==> src/rtl/clock_mode_controller.sv <==
// Mode sequencer for the digital clock: 1 Hz timebase, counter enable
// chain, adjust-mode FSM and display blink generation.
module clock_mode_controller #(
  parameter int TICK_DIV  = 100_000_000,
  parameter int BLINK_DIV = 50_000_000,
  parameter int DIV_W     = 27
) (
  input  logic       clk,
  input  logic       reset,
  input  logic       btn_mode,
  input  logic       btn_up,
  input  logic       sec_tc,
  input  logic       min_tc,
  output logic       tick,
  output logic       sec_en,
  output logic       min_en,
  output logic       hr_en,
  output logic       al_min_en,
  output logic       al_hr_en,
  output logic       sec_clr,
  output logic [2:0] mode,
  output logic       blink
);

  typedef enum logic [2:0] {
    RUN    = 3'd0,
    SET_H  = 3'd1,
    SET_M  = 3'd2,
    SET_AH = 3'd3,
    SET_AM = 3'd4
  } state_e;

  localparam logic [DIV_W-1:0] TICK_MAX  = DIV_W'(TICK_DIV - 1);
  localparam logic [DIV_W-1:0] BLINK_MAX = DIV_W'(BLINK_DIV - 1);

  state_e           state_q, state_d;
  logic [DIV_W-1:0] div_q, div_d;
  logic [DIV_W-1:0] bdiv_q, bdiv_d;
  logic             tick_q, tick_d;
  logic             clr_q, clr_d;
  logic             blink_q, blink_d;
  logic             up;
  logic             run_tb;

  always_ff @(posedge clk or posedge reset) begin
    if (reset) begin
      state_q <= RUN;
      div_q   <= '0;
      bdiv_q  <= '0;
      tick_q  <= 1'b0;
      clr_q   <= 1'b0;
      blink_q <= 1'b1;
    end else begin
      state_q <= state_d;
      div_q   <= div_d;
      bdiv_q  <= bdiv_d;
      tick_q  <= tick_d;
      clr_q   <= clr_d;
      blink_q <= blink_d;
    end
  end

  always_comb begin
    state_d = state_q;
    unique case (state_q)
      RUN:     if (btn_mode) state_d = SET_H;
      SET_H:   if (btn_mode) state_d = SET_M;
      SET_M:   if (btn_mode) state_d = SET_AH;
      SET_AH:  if (btn_mode) state_d = SET_AM;
      SET_AM:  if (btn_mode) state_d = RUN;
      default: state_d = RUN;
    endcase
  end

  // Time is frozen while hours/minutes are being adjusted; leaving
  // SET_M restarts the second from zero.
  always_comb begin
    div_d  = '0;
    tick_d = 1'b0;
    run_tb = (state_d == RUN) || (state_d == SET_AH) ||
             (state_d == SET_AM);
    if (run_tb && (state_q != SET_M)) begin
      if (div_q == TICK_MAX) begin
        tick_d = 1'b1;
      end else begin
        div_d = div_q + DIV_W'(1);
      end
    end
  end

  assign clr_d = (state_q == SET_M) && btn_mode;

  always_comb begin
    bdiv_d  = bdiv_q;
    blink_d = blink_q;
    if ((state_d != state_q) || (state_d == RUN)) begin
      bdiv_d  = '0;
      blink_d = 1'b1;
    end else if (bdiv_q == BLINK_MAX) begin
      bdiv_d  = '0;
      blink_d = ~blink_q;
    end else begin
      bdiv_d = bdiv_q + DIV_W'(1);
    end
  end

  // A mode press in the same cycle wins over an adjust press.
  assign up = btn_up & ~btn_mode;

  assign tick      = tick_q;
  assign sec_en    = tick_q;
  assign min_en    = (tick_q & sec_tc) | ((state_q == SET_M) & up);
  assign hr_en     = (tick_q & sec_tc & min_tc) |
                     ((state_q == SET_H) & up);
  assign al_hr_en  = (state_q == SET_AH) & up;
  assign al_min_en = (state_q == SET_AM) & up;
  assign sec_clr   = clr_q;
  assign mode      = state_q;
  assign blink     = blink_q;

endmodule
==> config.mk <==
export PLATFORM = sky130hd
export DESIGN_NAME = clock_mode_controller
export DESIGN_NICKNAME = d
export VERILOG_FILES = /design/src/rtl/clock_mode_controller.sv
export SDC_FILE = /design/constraint.sdc
export NUM_CORES = 1
export LEC_CHECK = 0
export BUFFER_PORTS_ARGS = -buffer_cell sky130_fd_sc_hd__buf_2
export CORE_MARGIN = 4
export CORE_UTILIZATION = 60
export DETAILED_ROUTE_END_ITERATION = 7
export PLACE_DENSITY = 0.82
export SLEW_MARGIN = 20
export SYNTH_ARGS = -nofsm -noshare
export SYNTH_HDL_FRONTEND = slang
export SYNTH_SLANG_ARGS = --single-unit
==> constraint.sdc <==
create_clock -name clk -period 2.28 [get_ports clk]
set_input_delay 0.57 -clock clk [delete_from_list [all_inputs] [get_ports clk]]
set_output_delay 0.57 -clock clk [all_outputs]
set_load 0.02 [all_outputs]
==> results of run 1 <==
==> cells in the mapped netlist (4+ instances only) <==
cell type | count | share of area, %
o21ai_0 | 14 | 2.3
clkbuf_1 | 10 | 1.2
dfrtp_1 | 59 | 48
xnor2_1 | 18 | 5.1
nand2_1 | 18 | 2.2
nor3_1 | 10 | 1.6
nand4_1 | 16 | 3.2
nand3_1 | 21 | 3.4
and4_1 | 6 | 1.7
inv_1 | 14 | 1.7
a21oi_1 | 25 | 4.0
xor2_1 | 10 | 2.8
nor4_1 | 6 | 1.2
o31ai_1 | 11 | 2.7
nor2_1 | 39 | 4.7
nor4b_1 | 4 | 1.1
or3_1 | 12 | 2.4
or4_1 | 15 | 3.6
==> layer usage <==
metal	track usage, %	vias up
met4	9.12	0
met3	7.34	9
li1	-	1263
met2	38.3	73
met1	28.6	1263
met5	0	-
==> stage by stage <==
| stage | hold WS [ns] | instance area, um2 | setup slack (ns) |
|---|---|---|---|
| global placement | 0.467 | 3310 | 0.243 |
| floorplan | 0.455 | 3100 | 0.0533 |
| detailed placement | 0.483 | 3310 | 0.166 |
| finish | 0.290 | 3500 | 0.0978 |
| global route | 0.316 | 3500 | 0.00676 |
| CTS | 0.295 | 3490 | 0.111 |
==> state kept, by name, summed over array words and instances, names as in the netlist <==
| name | count |
|---|---|
| div_q | 27 |
| mode | 3 |
| sec_en | 1 |
| sec_clr | 1 |
| bdiv_q | 27 |
| blink | 1 |
==> cell type report <==
class | instances | area (um2)
clock buffer | 14 | 183
multi-input combinational | 246 | 1500
sequential | 60 | 1500
fill | 390 | 1380
timing repair buffer | 27 | 175
tap | 67 | 83.8
clock inverter | 1 | 5.00
inverter | 14 | 52.6
==> power groups by stage <==
stage,combinational (W),sequential (W),clock [W]
after CTS,0.000532,0.00121,0.000906
after global routing,0.000589,0.00122,0.000957
after detailed placement,0.000527,0.00123,0
final,0.000530,0.00121,0.000890
after floorplan,0.000345,0.00123,0
after global placement,0.000509,0.00122,0
==> worst max-delay path, cell delays in order, from the launching register on <==
cell and delay (ns):
dfrtp_1 0.45, or2_2 0.36, o41ai_1 0.26, buf_2 0.23
==> kinds of logic (layout without fill, tap and decap cells) <==
family,after synthesis,after routing
xor gates and xnor gates,28,28
buffers and inverters,27,56
adders and majority gates,2,2
AOI/OAI and AO/OA,57,57
DFF,60,60
and+or+nand+nor,159,159
==> final timing paths <==
kind	start	endpoint	slack, ns
setup / recovery	mode[1]	hr_en	0.1
hold / removal	reset	bdiv_q[23]	0.29
setup reg to reg	div_q[8]	div_q[23]	0.14
hold reg to reg	div_q[0]	div_q[0]	0.49
max in group asynchronous	reset	blink	1.69
min in group clk	div_q[0]	div_q[0]	0.49
==> flow_summary.json, run 1 <==
{
  "outcome": "completed",
  "worst-path-max-fanout": 7,
  "power_density_nw_per_um2": 753,
  "synth_mux_area_share_pct": 0,
  "utilization_pct": 71.7,
  "holdBufCountCts": 0,
  "ios": 17,
  "met1_length_um": 2950,
  "final.setup.tns_ns": 0,
  "viasPerCell": 6.08,
  "syn_inst": 333,
  "worst_pin_slew_ns": 0.481,
  "setup_viol": 0,
  "crit_arrival_ns": 1.61,
  "synth_top_family_by_area": "simple AND/OR/NAND/NOR gates",
  "place_inst": 414,
  "switchingPower_w": 0.000835,
  "cp_data_required_time_ns": 1.71,
  "cts.path.max_buffers": 2,
  "cts_tree": "yes",
  "power_leakage_nw": 1.35,
  "hold_viol_final": 0,
  "end_kind": "output port",
  "synth_cell_types": 36,
  "cts_resized": 0,
  "vias": 2608,
  "power.share.clock_pct": 33.8,
  "fp.dieW_um": 79.9,
  "route.met3.wl_um": 404,
  "grt_pass1_wl_um": 11700,
  "seqPwrFrac_pct": 46.1,
  "synth.yosys.seq_area_share_pct": 48.4,
  "avgSynthCellArea_um2": 9.31,
  "power_w": 0.00263,
  "ant_nets": 0,
  "synth_fa_ha_area_share_pct": 0.807,
  "grt_pass1_vias": 2691,
  "initial_core_util_pct": 63.6,
  "power.internal_w": 0.00180,
  "clk_latency_ns": 0.33,
  "drive_above_1_share_pct": 14.1,
  "drcViolationCount": 0,
  "reg2reg_depth": 4,
  "async_flop_share_pct": 100,
  "drt-initial-drc-count": 157,
  "ir_worst_vdd_v": 0.000513,
  "wl_met2_um": 3140,
  "row_count": 25,
  "slew_viol_final": 0,
  "avgRoutedWirePerCell_um": 15.3,
  "skew_ns": 0.00580,
  "post_cts_buffers": 0,
  "finalNonFillerCells": 429,
  "dpl.hpwl_um": 4540,
  "fp.coreArea_um2": 4880,
  "rsz0062_at_grt": "false",
  "grt_max_degree": 61,
  "gp_congestion": 0.917,
  "diodes": 0,
  "grt-ovfl-total": 0,
  "hp-class": "input port to async pin",
  "antenna_found_initial": 0,
  "ys.flop_type": "dfrtp_1",
  "synth-simple-area-share_pct": 28.4,
  "clk_pin_slew_ns": 0.06,
  "post-route-period-util_pct": 95.7,
  "synth_edf_count": 0,
  "syn_nets": 341,
  "synth-compound-area-share_pct": 10.9,
  "netlist_area_um2": 3100,
  "slew_headroom_pct": 67.7,
  "grtUsageTotal_pct": 23.4,
  "numCtsBuffers": 9,
  "io_buffers": 16,
  "wl_um": 6580,
  "die_area_um2": 6380,
  "fmax_ghz": 0.458,
  "comb_power_share_pct": 20.1,
  "fin_crit_ns": 2.18,
  "highest_layer": "met4",
  "swShare_pct": 31.7,
  "final_cell_mix": "59 x dfrtp_1, 39 x nor2_1, 25 x a21oi_1, 21 x nand3_1",
  "critPathKind": "flop to output port",
  "htree_levels": 3,
  "cts_root_buffer": "clkbuf_8",
  "yosys_warnings": 0,
  "synth_xor_area_share_pct": 7.91,
  "ys_seq_elements": 60,
  "die_y_um": 79.9,
  "clock_sinks": 60,
  "firstDrtPassIters": 4,
  "area_delta_synth_final_pct": 12.7,
  "fin_nets": 366,
  "layout_commonest_cell": "dfrtp_1",
  "worst_setup_path_start_kind": "flop",
  "drv_cap": 0
}
Power figures use the tool's default switching activity.
==> run 2, diff against run 1 <==
Settings changed: ABC_AREA set to 1, CAP_MARGIN set to 20, PLACE_DENSITY 0.82 to 0.81.
==> flow_summary.json, run 2 <==
{
  "outcome": "completed",
  "async_flop_share_pct": 100,
  "critPathSlowestCell": "dfrtp_1",
  "grtUsageTotal_pct": 26.7,
  "setup_ws_ns": 0.324,
  "viasPerCell": 5.48,
  "worst-path-max-fanout": 5,
  "synth_top_cells_by_area": "dfrtp_1 41%, nand2_1 17%, nor2_1 15%",
  "finalNonFillerCells": 629,
  "gp_congestion": 0.979,
  "clock_sinks": 60,
  "synth.yosys.seq_area_share_pct": 41.9,
  "fin_nets": 560,
  "utilization_pct": 70.0,
  "synth_edf_count": 0,
  "ir_worst_vdd_v": 0.000713,
  "critical_path_depth": 3,
  "hp-class": "input port to async pin",
  "grt_max_degree": 61,
  "power_leakage_nw": 1.60,
  "vias": 3446,
  "die_y_um": 85.4,
  "reg2reg_depth": 8,
  "syn_inst": 529,
  "place_inst": 613,
  "critPathKind": "flop to output port",
  "worst_setup_path_start_kind": "flop",
  "ant_nets": 0,
  "cts_root_buffer": "clkbuf_8",
  "drive_above_1_share_pct": 9.69,
  "cpPeakStageDelay_ns": 0.41,
  "drv_cap": 0,
  "path_delay_family": "flip-flops",
  "final_cell_mix": "158 x nand2_1, 148 x nor2_1, 59 x dfrtp_1, 45 x inv_1, 43 x nand3_1",
  "cts_resized": 0,
  "initial_core_util_pct": 63.6,
  "synthTopCellsByCount": "158 x nand2_1, 148 x nor2_1, 59 x dfrtp_1, 46 x inv_1, 43 x nand3_1",
  "fin_crit_ns": 1.96,
  "rsz0062_at_grt": "false",
  "drcViolationCount": 0,
  "yosys.area.top_type_share_pct": 41.1,
  "io_buffers": 16,
  "cp_data_required_time_ns": 1.71,
  "fmax_ghz": 0.511,
  "grt-ovfl-total": 0,
  "cp_num_buf_inv": 2,
  "skew_ns": 0.00759,
  "setup_viol": 0,
  "crit_arrival_ns": 1.39,
  "drt-initial-drc-count": 255,
  "slew_viol_final": 0,
  "dp_slack_ns": 0.372,
  "reg2reg_slack_ns": 0.38,
  "numCtsBuffers": 9,
  "diodes": 0,
  "cts_tree": "yes",
  "fp.dieW_um": 85.4,
  "grt_pass1_wl_um": 15300,
  "syn_nets": 537,
  "grt_pass1_vias": 3350,
  "slew_headroom_pct": 70.4,
  "die_area_um2": 7280,
  "final.setup.tns_ns": 0,
  "ys_seq_elements": 60,
  "firstDrtPassIters": 5,
  "clk_pin_slew_ns": 0.07,
  "post-route-period-util_pct": 85.8,
  "end_kind": "output port",
  "post_cts_buffers": 0,
  "avgSynthCellArea_um2": 6.79,
  "holdBufCountCts": 0,
  "worst_pin_slew_ns": 0.442,
  "fp.coreArea_um2": 5640,
  "power_density_nw_per_um2": 717,
  "avgRoutedWirePerCell_um": 13.8,
  "cts.path.max_buffers": 2,
  "synth_cell_types": 28,
  "wl_um": 8660,
  "ys.flop_type": "dfrtp_1",
  "htree_levels": 3,
  "ios": 17,
  "area_delta_synth_final_pct": 10.0,
  "synth.most_common_cell": "nand2_1",
  "clk_latency_ns": 0.34,
  "synth_top_area_cell": "dfrtp_1",
  "layout_commonest_cell": "nand2_1",
  "netlist_area_um2": 3590,
  "crit_path_cell_trace": "inv_1 -> o41ai_1 -> buf_2",
  "row_count": 27,
  "yosys_warnings": 0,
  "antenna_found_initial": 0,
  "dpl.hpwl_um": 6380,
  "hold_viol_final": 0
}
## run 2: changes by cell type after synthesis, moves of 11 or more
cell / previous run / this run
nand2_1: 18 / 158
nor2_1: 39 / 148
inv_1: 14 / 46
nand3_1: 21 / 43
a21oi_1: 25 / 5
or4_1: 15 / 0
or3_1: 12 / 0
o31ai_1: 11 / 0
## run 2: report_power, final
part | switching [W] | internal [W]
Clock | 0.000412 | 0.000561
Combinational | 0.000464 | 0.000165
Sequential | 0.0000859 | 0.00114
Total | 0.000962 | 0.00187
## run 2: layout make-up
class                   instances  area (um2)
well taps                      72        90.1
multi-input cells             415        1870
clock inverters                 4        47.5
clock buffers                  12         155
flip-flops and latches         60        1500
inverters                      48         180
fillers                       507        1690
repair buffers                 18         108
## run 2: cell families after synthesis
kind of cell	Yosys count	synth area share (%)
and+or+nand+nor	378	43.6
buffers and inverters	54	6.17
adders and majority gates	2	0.697
AOI/OAI and AO/OA	14	2.58
xor gates and xnor gates	21	5.12
DFF	60	41.9
## run 2: worst paths after layout
kind | start | to
max | mode[0] | hr_en
max in group asynchronous | reset | blink
min reg2reg | blink | blink
min in group clk | blink | blink
max reg2reg | bdiv_q[0] | bdiv_q[26]
min | reset | div_q[2]
## run 2: metrics by stage
| stage | hold WS (ns) | power (W) | instance area (um2) |
|---|---|---|---|
| 4_1_cts | 0.290 | 0.00285 | 3950 |
| 6_report | 0.270 | 0.00283 | 3950 |
| 5_1_grt | 0.301 | 0.00300 | 3950 |
| 3_5_place_dp | 0.516 | 0.00188 | 3750 |
| 3_3_place_gp | 0.496 | 0.00186 | 3750 |
| 2_1_floorplan | 0.488 | 0.00171 | 3590 |
## run 2: worst min-delay path, cell delays in order
cell and delay [ns]:
buf_2 0.10, inv_2 0.06, buf_12 0.27
## run 2: metal layers
metal	share of wire, %	vias up	GRT usage [%]
met5	0	-	0
met4	1.5	0	10.9
li1	-	1681	-
met2	43	127	38.7
met3	7.5	13	5.92
met1	48	1625	38.6
